$ cat src/rtl/fpu_mul_pkg.sv
// Shared types and constants for the shared-FPU-multiplier arbiter slice.
package fpu_mul_pkg;

  typedef logic [31:0] fp32_t;

  typedef enum logic [1:0] {
    IDLE = 2'd0,
    EXEC = 2'd1,
    RESP = 2'd2
  } state_t;

  localparam fp32_t FP_ONE = 32'h3F80_0000;
  localparam fp32_t FP_TWO = 32'h4000_0000;

endpackage

$ cat src/rtl/multi.sv
// Combinational FP32 multiplier: round-to-nearest-even, subnormals flushed to zero.
module multi (
  input  logic [31:0] a,
  input  logic [31:0] b,
  output logic [31:0] op
);

  logic        sign;
  logic        a_zero, b_zero, a_inf, b_inf, a_nan, b_nan;
  logic [47:0] prod;
  logic [24:0] rmant;
  logic [22:0] frac;
  logic        guard, sticky;
  logic [9:0]  esum;
  logic [9:0]  eout;

  always_comb begin
    sign   = a[31] ^ b[31];
    a_zero = (a[30:23] == 8'h00);
    b_zero = (b[30:23] == 8'h00);
    a_inf  = (a[30:23] == 8'hFF) && (a[22:0] == 23'h0);
    b_inf  = (b[30:23] == 8'hFF) && (b[22:0] == 23'h0);
    a_nan  = (a[30:23] == 8'hFF) && (a[22:0] != 23'h0);
    b_nan  = (b[30:23] == 8'hFF) && (b[22:0] != 23'h0);
    prod   = {24'h0, 1'b1, a[22:0]} * {24'h0, 1'b1, b[22:0]};
    esum   = {2'b00, a[30:23]} + {2'b00, b[30:23]};

    // Normalise the 48-bit product to a 24-bit significand plus guard/sticky.
    if (prod[47]) begin
      rmant  = {1'b0, prod[47:24]};
      guard  = prod[23];
      sticky = |prod[22:0];
      esum   = esum + 10'd1;
    end else begin
      rmant  = {1'b0, prod[46:23]};
      guard  = prod[22];
      sticky = |prod[21:0];
    end

    if (guard && (sticky || rmant[0])) begin
      rmant = rmant + 25'd1;
    end

    if (rmant[24]) begin
      frac = rmant[23:1];
      esum = esum + 10'd1;
    end else begin
      frac = rmant[22:0];
    end

    eout = esum - 10'd127;

    if (a_nan || b_nan || (a_inf && b_zero) || (b_inf && a_zero)) begin
      op = 32'h7FC0_0000;
    end else if (a_inf || b_inf) begin
      op = {sign, 8'hFF, 23'h0};
    end else if (a_zero || b_zero || (esum <= 10'd127)) begin
      op = {sign, 31'h0};
    end else if ((eout[9:8] != 2'b00) || (eout[7:0] == 8'hFF)) begin
      op = {sign, 8'hFF, 23'h0};
    end else begin
      op = {sign, eout[7:0], frac};
    end
  end

endmodule

$ cat src/rtl/rr_arbiter.sv
// Combinational round-robin pick: first set request at or above ptr, wrapping to 0.
module rr_arbiter #(
  parameter int unsigned NREQ = 4,
  parameter int unsigned IDW  = $clog2(NREQ)
) (
  input  logic [NREQ-1:0] req,
  input  logic [IDW-1:0]  ptr,
  output logic [NREQ-1:0] grant,
  output logic [IDW-1:0]  gidx
);

  always_comb begin
    logic        found;
    int unsigned idx;
    found = 1'b0;
    grant = '0;
    gidx  = '0;
    idx   = 0;
    for (int unsigned k = 0; k < NREQ; k++) begin
      idx = (32'(ptr) + k) % NREQ;
      if (!found && req[idx]) begin
        found      = 1'b1;
        grant[idx] = 1'b1;
        gidx       = IDW'(idx);
      end
    end
  end

endmodule

$ cat src/rtl/fpu_mul_arbiter.sv
// Round-robin sequencer sharing one combinational FP32 multiplier among NREQ lanes,
// returning each product with its requester ID on a valid/ready port.
module fpu_mul_arbiter
  import fpu_mul_pkg::*;
#(
  parameter int unsigned NREQ    = 4,
  parameter int unsigned MUL_LAT = 2,
  parameter int unsigned IDW     = $clog2(NREQ)
) (
  input  logic             clk,
  input  logic             rst_n,
  input  logic [NREQ-1:0]  req_valid,
  input  logic [NREQ*32-1:0] req_a,
  input  logic [NREQ*32-1:0] req_b,
  output logic [NREQ-1:0]  req_ready,
  output logic             rsp_valid,
  output logic [31:0]      rsp_data,
  output logic [IDW-1:0]   rsp_id,
  input  logic             rsp_ready,
  output logic             busy
);

  localparam int unsigned CW = (MUL_LAT > 1) ? $clog2(MUL_LAT) : 1;

  state_t          state;
  logic [IDW-1:0]  rr_ptr;
  logic [IDW-1:0]  grant_id;
  logic [CW-1:0]   cnt;
  fp32_t           op_a, op_b;
  fp32_t           mul_op;
  logic [NREQ-1:0] grant;
  logic [IDW-1:0]  gidx;
  fp32_t           a_arr [NREQ];
  fp32_t           b_arr [NREQ];

  for (genvar i = 0; i < NREQ; i++) begin : g_unpack
    assign a_arr[i] = req_a[32*i +: 32];
    assign b_arr[i] = req_b[32*i +: 32];
  end

  rr_arbiter #(
    .NREQ (NREQ),
    .IDW  (IDW)
  ) u_rr_arbiter (
    .req   (req_valid),
    .ptr   (rr_ptr),
    .grant (grant),
    .gidx  (gidx)
  );

  multi u_multi (
    .a  (op_a),
    .b  (op_b),
    .op (mul_op)
  );

  // Grants are only offered while idle; any set grant bit is a handshake.
  assign req_ready = (state == IDLE) ? grant : '0;
  assign busy      = (state != IDLE);

  always_ff @(posedge clk or negedge rst_n) begin
    if (!rst_n) begin
      state     <= IDLE;
      rr_ptr    <= '0;
      grant_id  <= '0;
      cnt       <= '0;
      op_a      <= '0;
      op_b      <= '0;
      rsp_data  <= '0;
      rsp_id    <= '0;
      rsp_valid <= 1'b0;
    end else begin
      unique case (state)
        IDLE: begin
          if (|grant) begin
            op_a     <= a_arr[gidx];
            op_b     <= b_arr[gidx];
            grant_id <= gidx;
            cnt      <= CW'(MUL_LAT - 1);
            state    <= EXEC;
          end
        end
        EXEC: begin
          if (cnt == '0) begin
            rsp_data  <= mul_op;
            rsp_id    <= grant_id;
            rsp_valid <= 1'b1;
            state     <= RESP;
          end else begin
            cnt <= cnt - CW'(1);
          end
        end
        RESP: begin
          if (rsp_ready) begin
            rsp_valid <= 1'b0;
            rr_ptr    <= (grant_id == IDW'(NREQ - 1)) ? '0 : grant_id + IDW'(1);
            state     <= IDLE;
          end
        end
        default: state <= IDLE;
      endcase
    end
  end

endmodule

$ cat config.mk
export PLATFORM = sky130hd
export DESIGN_NAME = fpu_mul_arbiter
export DESIGN_NICKNAME = d
export VERILOG_FILES = /design/src/rtl/fpu_mul_pkg.sv /design/src/rtl/multi.sv /design/src/rtl/rr_arbiter.sv /design/src/rtl/fpu_mul_arbiter.sv
export SDC_FILE = /design/constraint.sdc
export NUM_CORES = 2
export LEC_CHECK = 0
export ABC_AREA = 1
export BUFFER_PORTS_ARGS = -buffer_cell sky130_fd_sc_hd__buf_2
export CORE_MARGIN = 2
export CORE_UTILIZATION = 68
export CTS_CLUSTER_SIZE = 28
export DETAILED_ROUTE_END_ITERATION = 10
export PLACE_DENSITY = 0.88
export SYNTH_ARGS = -nofsm -noshare
export SYNTH_HDL_FRONTEND = slang
export SYNTH_SLANG_ARGS = --single-unit
$ cat constraint.sdc
create_clock -name clk -period 17.9 [get_ports clk]
set_clock_uncertainty 0.2 [all_clocks]
set_input_delay 3.58 -clock clk [delete_from_list [all_inputs] [get_ports clk]]
set_output_delay 3.58 -clock clk [all_outputs]
set_load 0.03 [all_outputs]
==> results.md <==
- List of most frequent post-synthesis cells: nand2_1, inv_1, fa_1
- Routed wire length per instance: 18.22 um
- # rows: 76
- Setup slack, reg-to-reg: 7.60 ns
- CTS tree: done
- Hold_buf cts: 0
- Critical path endpoint category: flop
- Cts repair resizes: 0
- Final #Nets: 5,302
- Status: completed
- Number of global-route vias before repair: 27.75k
- Global Route Usage Sum: 41.40%
- Clk sinks: 106
- Minimum clock period: 10.30 ns
- Hold WC Path Type: reg2reg
- # port buffers: 302
- RePlAce Congestion: 1.030
- Post-Route WL: 90,330 um
- Routed vias: 27.78k
- Post-synthesis cell type count: 54
- Critical-path top delay cell: dfrtp_1
- Slew HR: 16.38%
- First-pass GRT wire length: 143,600 um
- Ys Warns: 0
- Syn nets: 5,149
- RSZ-0062 raised after global routing: no
- Final period util: 57.56%
- Initial DRC Count: 3,235
- CP arrival: 10.40 ns
- # IOs: 303
- Final hold violations: 0
- Starting Density: 68.80%
- CP peak stage delay: 1.06 ns
- Syn_area_per_cell: 7.019 sq um
- Ys async rst share: 100.0%
- Layout cells sized above 1: 10.68%
- Synth Flop Type: dfrtp_1
- Die width: 212.5 um
- Req. time, crit path: 18.00 ns
- Setup TNS: 0 ns
- Root buffer cell: clkbuf_16
- DIE AREA: 45,170 sq um
- Post-synth top area cell: fa_1
- Clock transition at path regs: 0.07 ns
- Max Slew Vio Count: 0
- Most frequent cell on the critical path: nand2_1
- Synthesized flop and latch total: 106
- CORE AREA: 42,980 sq um
- Post-CTS setup buffer count: 0
- WS Path Type: reg2reg
- DRT Pass-1 Iters: 6
- Drc violations: 0
- Count leader, synth: nand2_1
- CP Launch Type: flop
- Antenna Nets Post-Route: 0
- Area grow syn2layout: 6.842%
- Synth Instances: 4,213
- Clk_lat worst skew: 0.39 ns
- Mapped Area: 29,570 sq um
- # Max-Cap Violations: 0
- Post-synth top area share: 32.70%
- GRT Residual Overflow: 0
- Seq/Total Area, Yosys: 8.971%
- Initial antenna violation count: 4
- Htree depth: 3
- Via/cell ratio: 5.604
- CTS max path bufs: 2
- Post-synth EDFFs: 0
- Critical Path Fanout Max: 31
- Die height: 212.5 um
- Post-DP HPWL: 73,480 um
- Worst slew pin tran: 1.254 ns
- Max Fclk: 97.06 MHz
- Largest net degree at the start of global routing: 101
- Largest cells by area after synthesis: fa_1, nand2_1, inv_1
- Endpoints failing setup: 0
- CTS Buf Count: 9
==> cells by family (layout without fill, tap and decap cells) <==
kind of cell	Yosys count	in the layout	synth area share [%]
compound gates	310	310	6.813
mux	42	42	1.489
fa+ha+maj	673	673	40.74
other cells	0	1	0
xor+xnor	35	35	1.062
flops	106	106	8.970
buf+inv	1339	1497	17.17
simple gates	1708	1708	23.75
==> per-layer routing <==
| metal | vias up | part of all wire [%] | track usage [%] |
|---|---|---|---|
| met5 | - | 0.32 | 3.893 |
| met4 | 14 | 4.4 | 17.41 |
| met3 | 361 | 14 | 15.85 |
| met2 | 1822 | 45 | 63.25 |
| met1 | 13000 | 36 | 52.57 |
| li1 | 12590 | - | - |
==> path summary, 6_finish.rpt <==
path	startpoint	endpoint	cells past startpoint
hold / removal	rsp_data[2]	rsp_data[2]	2
max in group asynchronous	rst_n	op_b[7]	2
hold reg to reg	rsp_data[2]	rsp_data[2]	2
setup / recovery	op_a[10]	rsp_data[0]	44
min in group asynchronous	rst_n	rsp_data[23]	1
setup reg to reg	op_a[10]	rsp_data[0]	44
==> flip-flops by register name (all words and copies together) (netlist names) <==
register,count
cnt,1
grant_id,2
op_a,32
op_b,32
rr_ptr,2
rsp_data,32
rsp_id,2
rsp_valid,1
state,2
==> cells in the final DEF (no fill, tap or decap), types with 3 or more instances in the layout <==
cell type,instances
nand4_1,33
buf_2,301
o21ai_1,5
xnor2_1,11
o221ai_1,28
nand2_4,5
nor2_8,3
nor2_2,14
fa_1,483
xor2_1,23
nand2_1,1178
nand3_1,121
nand3_2,3
inv_1,1137
o32ai_1,38
nand2_2,21
nor4_1,15
o21a_1,29
clkbuf_16,9
dfrtp_1,106
mux2_2,16
a21o_1,3
ha_1,190
nor2_1,279
mux2i_1,26
o21ai_2,23
o21bai_1,6
or2_2,11
buf_4,29
a2bb2oi_1,3
a21oi_1,66
inv_2,13
nand3b_1,5
o21ai_0,99
nor3_1,5
nor2_4,5
==> layout make-up <==
type | count | area [sq um]
multi-input cells | 2768 | 21870
fillers | 3276 | 11390
inverters | 1151 | 4320
flip-flops and latches | 106 | 2653
repair buffers | 330 | 1724
well taps | 585 | 732.0
clock buffers | 12 | 256.5
clock inverters | 4 | 32.53
diodes | 1 | 2.502
==> worst max-delay path, delay by kind of cell (launching register included) <==
| family | cells | cell delay (ns) |
|---|---|---|
| AND/OR/NAND/NOR | 26 | 3.79 |
| flip-flops | 1 | 1.06 |
| AO/OA/AOI/OAI | 1 | 0.27 |
| adder cells (fa/ha/maj) | 10 | 4.40 |
| buffers and inverters | 7 | 0.42 |
==> per-stage QoR <==
stage / hold slack [ns] / setup slack (ns) / area, sq um / util, % / std cells
after floorplan: 0.2795 / 9.221 / 29570 / - / 4213
after global placement: 0.2649 / 8.083 / 31300 / 72.83 / 4940
after detailed placement: 0.2764 / 7.764 / 31300 / 72.83 / 4940
after CTS: 0.2946 / 7.753 / 31590 / 73.50 / 4956
after global routing: 0.3027 / 6.996 / 31590 / 73.50 / 4956
final: 0.2985 / 7.597 / 31590 / 73.50 / 4957
Power is not shown: default switching activity piles up to over one toggle a cycle in this logic, so the estimate is an artifact.
